===== src/rtl/clint_trap_ctrl_pkg.sv =====
// Shared CSR definitions for the trap sequencer: CSR addresses, cause codes,
// mstatus bit positions, FSM encoding and the mstatus/target update helpers.
package clint_trap_ctrl_pkg;

  localparam logic [11:0] CSR_MSTATUS  = 12'h300;
  localparam logic [11:0] CSR_MIE      = 12'h304;
  localparam logic [11:0] CSR_MTVEC    = 12'h305;
  localparam logic [11:0] CSR_MSCRATCH = 12'h340;
  localparam logic [11:0] CSR_MEPC     = 12'h341;
  localparam logic [11:0] CSR_MCAUSE   = 12'h342;

  localparam logic [31:0] CAUSE_ECALL     = 32'd11;
  localparam logic [31:0] CAUSE_EBREAK    = 32'd3;
  localparam logic [31:0] CAUSE_IRQ_EXT   = {1'b1, 31'd11};
  localparam logic [31:0] CAUSE_IRQ_TIMER = {1'b1, 31'd7};

  localparam int MSTATUS_MIE    = 3;
  localparam int MSTATUS_MPIE   = 7;
  localparam int MSTATUS_MPP_LO = 11;
  localparam int MSTATUS_MPP_HI = 12;

  typedef enum logic [2:0] {
    S_IDLE    = 3'd0,
    S_T_EPC   = 3'd1,
    S_T_CAUSE = 3'd2,
    S_T_STAT  = 3'd3,
    S_R_STAT  = 3'd4,
    S_JUMP    = 3'd5
  } state_t;

  // mstatus on trap entry: stash MIE in MPIE, disable, enter M-mode
  function automatic logic [31:0] trap_mstatus(input logic [31:0] ms);
    logic [31:0] r;
    r = ms;
    r[MSTATUS_MPIE] = ms[MSTATUS_MIE];
    r[MSTATUS_MIE]  = 1'b0;
    r[MSTATUS_MPP_HI:MSTATUS_MPP_LO] = 2'b11;
    return r;
  endfunction

  // mstatus on mret: restore MIE from MPIE, re-arm MPIE
  function automatic logic [31:0] mret_mstatus(input logic [31:0] ms);
    logic [31:0] r;
    r = ms;
    r[MSTATUS_MIE]  = ms[MSTATUS_MPIE];
    r[MSTATUS_MPIE] = 1'b1;
    r[MSTATUS_MPP_HI:MSTATUS_MPP_LO] = 2'b11;
    return r;
  endfunction

  // Trap vector: direct base, or base + 4*code for interrupts in vectored mode
  function automatic logic [31:0] trap_target(input logic [31:0] mtvec,
                                              input logic [31:0] cause,
                                              input bit          vec_en);
    logic [31:0] base;
    base = {mtvec[31:2], 2'b00};
    if (vec_en && (mtvec[1:0] == 2'b01) && cause[31])
      return base + {cause[29:0], 2'b00};
    return base;
  endfunction

endpackage


===== src/rtl/clint_trap_ctrl_if.sv =====
// CSR-file side of the trap sequencer: the shared write port plus the live
// CSR values the sequencer reads back.
interface clint_trap_ctrl_if;
  logic        we_clint;
  logic [11:0] wa_clint;
  logic [31:0] wd_clint;
  logic        csr_we_ex;
  logic [31:0] clint_csr_mstatus;
  logic [31:0] clint_csr_mepc;
  logic [31:0] clint_csr_mtvec;
  logic        interrupt_enable;

  modport master (
    output we_clint, wa_clint, wd_clint,
    input  csr_we_ex, clint_csr_mstatus, clint_csr_mepc, clint_csr_mtvec, interrupt_enable
  );

  modport slave (
    input  we_clint, wa_clint, wd_clint,
    output csr_we_ex, clint_csr_mstatus, clint_csr_mepc, clint_csr_mtvec, interrupt_enable
  );
endinterface


===== src/rtl/clint_trap_ctrl_irq_sync.sv =====
// Reset-to-0 multi-flop synchronizer for one asynchronous IRQ level.
module clint_trap_ctrl_irq_sync #(
  parameter int STAGES = 2
) (
  input  logic clk,
  input  logic rst_n,
  input  logic i_async,
  output logic o_sync
);
  logic [STAGES-1:0] r_sync;

  // shift the raw level through STAGES flops
  always_ff @(posedge clk or negedge rst_n) begin
    if (!rst_n) r_sync <= '0;
    else        r_sync <= {r_sync[STAGES-2:0], i_async};
  end

  assign o_sync = r_sync[STAGES-1];
endmodule


===== src/rtl/clint_trap_ctrl.sv =====
// Trap/interrupt sequencer: accepts ecall/ebreak/mret and timer/external IRQs
// in IDLE, writes mepc/mcause/mstatus one per cycle through the shared CSR
// port (yielding to EX), then redirects fetch. Front end is stalled while busy.
module clint_trap_ctrl
  import clint_trap_ctrl_pkg::*;
#(
  parameter bit VECTORED_EN     = 1'b1,
  parameter int IRQ_SYNC_STAGES = 2
) (
  input  logic                     clk,
  input  logic                     rst_n,
  input  logic                     i_id_valid,
  input  logic [31:0]              i_id_pc,
  input  logic                     i_id_ecall,
  input  logic                     i_id_ebreak,
  input  logic                     i_id_mret,
  input  logic                     i_irq_timer,
  input  logic                     i_irq_ext,
  clint_trap_ctrl_if.master        csr,
  output logic                     o_clint_stall,
  output logic                     o_clint_flush,
  output logic                     o_pc_redirect,
  output logic [31:0]              o_redirect_pc
);

  // index 1 = external, index 0 = timer
  logic [1:0]  w_irq_raw;
  logic [1:0]  w_irq_s;

  state_t      r_state;
  logic [31:0] r_epc;
  logic [31:0] r_cause;
  logic [31:0] r_target;
  logic        r_is_mret;

  logic        w_accept;
  logic        w_is_mret;
  logic [31:0] w_cause;

  assign w_irq_raw = {i_irq_ext, i_irq_timer};

  for (genvar g = 0; g < 2; g++) begin : g_sync
    clint_trap_ctrl_irq_sync #(.STAGES(IRQ_SYNC_STAGES)) u_sync (
      .clk     (clk),
      .rst_n   (rst_n),
      .i_async (w_irq_raw[g]),
      .o_sync  (w_irq_s[g])
    );
  end

  // IDLE-only event arbitration: mret > ecall > ebreak > ext > timer
  always_comb begin
    w_accept  = 1'b0;
    w_is_mret = 1'b0;
    w_cause   = '0;
    if (r_state == S_IDLE && i_id_valid) begin
      if (i_id_mret) begin
        w_accept  = 1'b1;
        w_is_mret = 1'b1;
      end else if (i_id_ecall) begin
        w_accept = 1'b1;
        w_cause  = CAUSE_ECALL;
      end else if (i_id_ebreak) begin
        w_accept = 1'b1;
        w_cause  = CAUSE_EBREAK;
      end else if (csr.interrupt_enable && w_irq_s[1]) begin
        w_accept = 1'b1;
        w_cause  = CAUSE_IRQ_EXT;
      end else if (csr.interrupt_enable && w_irq_s[0]) begin
        w_accept = 1'b1;
        w_cause  = CAUSE_IRQ_TIMER;
      end
    end
  end

  // sequencer FSM; CSR-write states advance only when EX leaves the port free
  always_ff @(posedge clk or negedge rst_n) begin
    if (!rst_n) begin
      r_state   <= S_IDLE;
      r_epc     <= '0;
      r_cause   <= '0;
      r_target  <= '0;
      r_is_mret <= 1'b0;
    end else begin
      case (r_state)
        S_IDLE: if (w_accept) begin
          r_epc     <= i_id_pc;
          r_cause   <= w_cause;
          r_target  <= trap_target(csr.clint_csr_mtvec, w_cause, VECTORED_EN);
          r_is_mret <= w_is_mret;
          r_state   <= w_is_mret ? S_R_STAT : S_T_EPC;
        end
        S_T_EPC:   if (!csr.csr_we_ex) r_state <= S_T_CAUSE;
        S_T_CAUSE: if (!csr.csr_we_ex) r_state <= S_T_STAT;
        S_T_STAT:  if (!csr.csr_we_ex) r_state <= S_JUMP;
        S_R_STAT:  if (!csr.csr_we_ex) r_state <= S_JUMP;
        S_JUMP:    r_state <= S_IDLE;
        default:   r_state <= S_IDLE;
      endcase
    end
  end

  // outputs decode from state; mstatus images use the live value so EX
  // updates made before our write are not lost
  always_comb begin
    csr.we_clint  = 1'b0;
    csr.wa_clint  = '0;
    csr.wd_clint  = '0;
    o_pc_redirect = 1'b0;
    o_redirect_pc = '0;
    case (r_state)
      S_T_EPC: begin
        csr.we_clint = 1'b1;
        csr.wa_clint = CSR_MEPC;
        csr.wd_clint = r_epc;
      end
      S_T_CAUSE: begin
        csr.we_clint = 1'b1;
        csr.wa_clint = CSR_MCAUSE;
        csr.wd_clint = r_cause;
      end
      S_T_STAT: begin
        csr.we_clint = 1'b1;
        csr.wa_clint = CSR_MSTATUS;
        csr.wd_clint = trap_mstatus(csr.clint_csr_mstatus);
      end
      S_R_STAT: begin
        csr.we_clint = 1'b1;
        csr.wa_clint = CSR_MSTATUS;
        csr.wd_clint = mret_mstatus(csr.clint_csr_mstatus);
      end
      S_JUMP: begin
        o_pc_redirect = 1'b1;
        o_redirect_pc = r_is_mret ? csr.clint_csr_mepc : r_target;
      end
      default: ;
    endcase
  end

  assign o_clint_stall = (r_state != S_IDLE);
  assign o_clint_flush = w_accept;

endmodule


===== src/flat_wrapper.sv =====
// flat-port wrapper written by rule: the top's interface ports become plain ports
module clint_trap_ctrl_flat import clint_trap_ctrl_pkg::*;
#(
  parameter bit VECTORED_EN     = 1'b1,
  parameter int IRQ_SYNC_STAGES = 2
)
  (clk, rst_n, i_id_valid, i_id_pc, i_id_ecall, i_id_ebreak, i_id_mret, i_irq_timer, i_irq_ext, o_clint_stall, o_clint_flush, o_pc_redirect, o_redirect_pc, csr_we_clint, csr_wa_clint, csr_wd_clint, csr_csr_we_ex, csr_clint_csr_mstatus, csr_clint_csr_mepc, csr_clint_csr_mtvec, csr_interrupt_enable);
  clint_trap_ctrl_if csr_i ();
  input  logic clk;
  input  logic rst_n;
  input  logic i_id_valid;
  input  logic [31:0] i_id_pc;
  input  logic i_id_ecall;
  input  logic i_id_ebreak;
  input  logic i_id_mret;
  input  logic i_irq_timer;
  input  logic i_irq_ext;
  output logic o_clint_stall;
  output logic o_clint_flush;
  output logic o_pc_redirect;
  output logic [31:0] o_redirect_pc;
  output wire logic [$bits(csr_i.we_clint)-1:0] csr_we_clint;
  output wire logic [$bits(csr_i.wa_clint)-1:0] csr_wa_clint;
  output wire logic [$bits(csr_i.wd_clint)-1:0] csr_wd_clint;
  input wire logic [$bits(csr_i.csr_we_ex)-1:0] csr_csr_we_ex;
  input wire logic [$bits(csr_i.clint_csr_mstatus)-1:0] csr_clint_csr_mstatus;
  input wire logic [$bits(csr_i.clint_csr_mepc)-1:0] csr_clint_csr_mepc;
  input wire logic [$bits(csr_i.clint_csr_mtvec)-1:0] csr_clint_csr_mtvec;
  input wire logic [$bits(csr_i.interrupt_enable)-1:0] csr_interrupt_enable;
  assign csr_we_clint = csr_i.we_clint;
  assign csr_wa_clint = csr_i.wa_clint;
  assign csr_wd_clint = csr_i.wd_clint;
  assign csr_i.csr_we_ex = csr_csr_we_ex;
  assign csr_i.clint_csr_mstatus = csr_clint_csr_mstatus;
  assign csr_i.clint_csr_mepc = csr_clint_csr_mepc;
  assign csr_i.clint_csr_mtvec = csr_clint_csr_mtvec;
  assign csr_i.interrupt_enable = csr_interrupt_enable;
  clint_trap_ctrl #(.VECTORED_EN(VECTORED_EN), .IRQ_SYNC_STAGES(IRQ_SYNC_STAGES)) u_core (.clk(clk), .rst_n(rst_n), .i_id_valid(i_id_valid), .i_id_pc(i_id_pc), .i_id_ecall(i_id_ecall), .i_id_ebreak(i_id_ebreak), .i_id_mret(i_id_mret), .i_irq_timer(i_irq_timer), .i_irq_ext(i_irq_ext), .csr(csr_i), .o_clint_stall(o_clint_stall), .o_clint_flush(o_clint_flush), .o_pc_redirect(o_pc_redirect), .o_redirect_pc(o_redirect_pc));
endmodule

===== config.mk =====
export PLATFORM = sky130hd
export DESIGN_NAME = clint_trap_ctrl_flat
export DESIGN_NICKNAME = d
export VERILOG_FILES = /design/src/rtl/clint_trap_ctrl_pkg.sv /design/src/rtl/clint_trap_ctrl_if.sv /design/src/rtl/clint_trap_ctrl_irq_sync.sv /design/src/rtl/clint_trap_ctrl.sv /design/src/flat_wrapper.sv
export SDC_FILE = /design/constraint.sdc
export NUM_CORES = 1
export LEC_CHECK = 0
export ABC_AREA = 1
export BUFFER_PORTS_ARGS = -buffer_cell sky130_fd_sc_hd__buf_4
export CORE_ASPECT_RATIO = 1.25
export CORE_MARGIN = 4
export CORE_UTILIZATION = 45
export CTS_CLUSTER_DIAMETER = 120
export DETAILED_ROUTE_END_ITERATION = 7
export HOLD_SLACK_MARGIN = 0.08
export PLACE_DENSITY = 0.8
export SLEW_MARGIN = 5
export SYNTH_ARGS = -nofsm -noshare
export SYNTH_HDL_FRONTEND = slang
export SYNTH_SLANG_ARGS = --single-unit
export TNS_END_PERCENT = 50

===== constraint.sdc =====
create_clock -name clk -period 2.62 [get_ports clk]
set_input_delay 0.262 -clock clk [delete_from_list [all_inputs] [get_ports clk]]
set_output_delay 0.262 -clock clk [all_outputs]
set_load 0.01 [all_outputs]

==> results.ini <==
[timing]
fin_crit_ns=2.46
tightest_slew_ns=0.947
hold_violations=0
whs_ns=0.0594
setup_viol=0
fin_crit_sh=0.938
fmax_mhz=407
drv_slew=0
fin_worst_skew_ns=0.00713
rsz0062_at_grt=no
finalSetupTns_ns=0
setup_slack_ns=0.162
slew_headroom=0.369

[route]
dr.pass1.iters=6
num_vias=5465
drt_iter0_markers=262
route.detailed.drc=0
wl_per_cell_um=14.7
finalWirelength_um=15700
drt-vias-per-instance=5.11
antenna_left=0

[placed_design]
pre_cts_slack_ns=0.154
dp_hpwl_um=12200
gp_congestion=0.956
placedInstanceArea_mm2=0.00664
port_buffers=208
place_inst=1049

[cts]
clock_latency_ns=0.33
clockBufferDepth=2
h-tree-depth=3
cts_tree=yes
cts-root-buf=clkbuf_16
clk_pin_slew_ns=0.06
clock_sinks=74
cts_buffers=9

[yosys]
synth_top_area_share=0.376
synth_compound_area_frac=0.129
synth_flop_cell=dfrtp_1
yosysTopAreaCell=dfrtp_1
asyncSetResetFlopFracSynth=1.00
syn-cell-area_mm2=0.00492
yosys-top-cells-count=nand2_1, dfrtp_1, inv_1
ys_top_cells_by_area=dfrtp_1, nand2_1, inv_1, a22o_1, a21oi_1
synth-edff-count=0
ys_types=42
syn_inst=728
synth_xor_area_frac=0.0178
synth_top_family_by_area=simple AND/OR/NAND/NOR gates
ys_warn_count=0
synthSimpleGateAreaFrac=0.379
ys_ff_latch=74
synthMuxAreaShare=0
synth_most_common_cell=nand2_1
synthAdderAreaFrac=0.00763
syn_avg_cell_area_um2=6.76
synth_seq_area_share=0.376

[critical_path]
critPathKind=flop to output pin
critPathArrivalTime_ns=2.20
cp_max_fo=15
cp-start-kind=flop
worst_r2r_path_depth=14
cp.required_ns=2.36
end_kind=output pin

[final_layout]
multi_input_comb_area_mm2=0.00270
stdcell_area_mm2=0.00702
ff_latch_area_mm2=0.00185
drive_gt1_frac=0.290
antenna_cells=0
area_growth_pct=42.7
fin_util=0.658
final_cells=1069
nFillCells=979
nets=1073

[worst_hold_path]
hp-class=input pin to asynchronous set/reset pin

[floorplan]
placementRows=42
start_util=0.461
core_mm2=0.0107
io_pins=218
die_w_um=102
die_area_mm2=0.0127
die_h_um=125

[power]
p_per_area_mw_per_mm2=904
ir_drop_uv=509
power_leakage_nw=3.79
finalPower_mw=6.34

[grt]
overflow=0
grt_pass1_wl_um=24900
grt_pass1_vias=5212
track_usage=0.244
antenna_found_initial=0
grt_max_degree=75

[job]
cap_violations=0

[outcome]
outcome=finished, final reports clean

logic make-up (layout without fill, tap and decap cells):
logic type	count (synthesis)	in the layout
adders and majority gates	3	3
AOI/OAI and AO/OA	100	100
xor gates and xnor gates	10	10
buffers and inverters	106	309
other	1	7
DFF	74	74
and+or+nand+nor	434	434
flip-flops by register name (all words and copies together) (netlist names):
signal and flops:
u_core.r_target 30, u_core.r_state 3, u_core.r_cause 4, u_core.g_sync.u_sync.r_sync 4, u_core.r_epc 32, u_core.r_is_mret 1
path summary, 6_finish.rpt:
kind / start / end / slack (ns)
setup / recovery: u_core.r_state[1]$_DFFE_PN0P_ / csr_wd_clint[25] / 0.16
hold / removal: rst_n / u_core.r_epc[23]$_DFFE_PN0P_ / 0.06
setup reg to reg: u_core.r_state[1]$_DFFE_PN0P_ / u_core.r_target[28]$_DFFE_PN0P_ / 0.21
hold reg to reg: u_core.g_sync[0].u_sync.r_sync[0]$_DFF_PN0_ / u_core.g_sync[0].u_sync.r_sync[1]$_DFF_PN0_ / 0.35
max in group asynchronous: rst_n / u_core.r_target[24]$_DFFE_PN0P_ / 1.93
min in group clk: i_id_pc[9] / u_core.r_epc[9]$_DFFE_PN0P_ / 0.13
cells in the final DEF (no fill, tap or decap), types with 3 or more instances in the layout:
| master | n |
|---|---|
| nor2_4 | 4 |
| o211ai_1 | 3 |
| nor3_1 | 13 |
| nand3_1 | 34 |
| conb_1 | 7 |
| xor2_1 | 8 |
| o21ai_0 | 18 |
| dfrtp_1 | 74 |
| a22oi_1 | 3 |
| inv_1 | 56 |
| o21bai_1 | 6 |
| a21oi_1 | 35 |
| a22o_1 | 24 |
| buf_4 | 224 |
| nand2_2 | 3 |
| inv_2 | 7 |
| nand2_1 | 319 |
| nand2_4 | 3 |
| clkbuf_16 | 9 |
| ha_1 | 3 |
| nand3_2 | 3 |
| o21ai_1 | 5 |
| nor2_1 | 29 |
| nand4_1 | 10 |
power by group:
group / internal (mW) / switching [mW] / total (mW)
registers: 1.64 / 0.290 / 1.93
clock network: 0.856 / 0.462 / 1.32
logic: 1.34 / 1.75 / 3.09
layout make-up:
cell class              count  share of cell area
flip-flops and latches     74               0.264
clock buffers              11              0.0346
repair buffers            228               0.248
inverters                  65              0.0348
clock inverters             5              0.0110
well taps                 132              0.0235
multi-input cells         554               0.384
worst max-delay path, stage by stage (launching register included):
cell and delay [ns]:
dfrtp_1 0.45, nor2_4 0.20, inv_1 0.08, nor2_1 0.20
inv_1 0.06, nand2_1 0.30, buf_4 0.27, a22o_1 0.18
buf_4 0.13
per-layer routing:
layer | wire [µm] | track usage | vias up
li1 | - | - | 2735
met5 | 0 | 0 | -
met3 | 1120 | 0.0398 | 27
met4 | 379 | 0.0845 | 0
met1 | 6110 | 0.297 | 2508
met2 | 8110 | 0.430 | 195
timing repair:
action / 4_1_cts / 5_1_grt
resized for setup: 0 / 5
setup endpoints to repair: 0 / 11
setup buffers: 0 / 2
hold buffers: 2 / 0
hold endpoints to repair: 2 / 0
No activity file was read; power rests on OpenSTA's default activity.
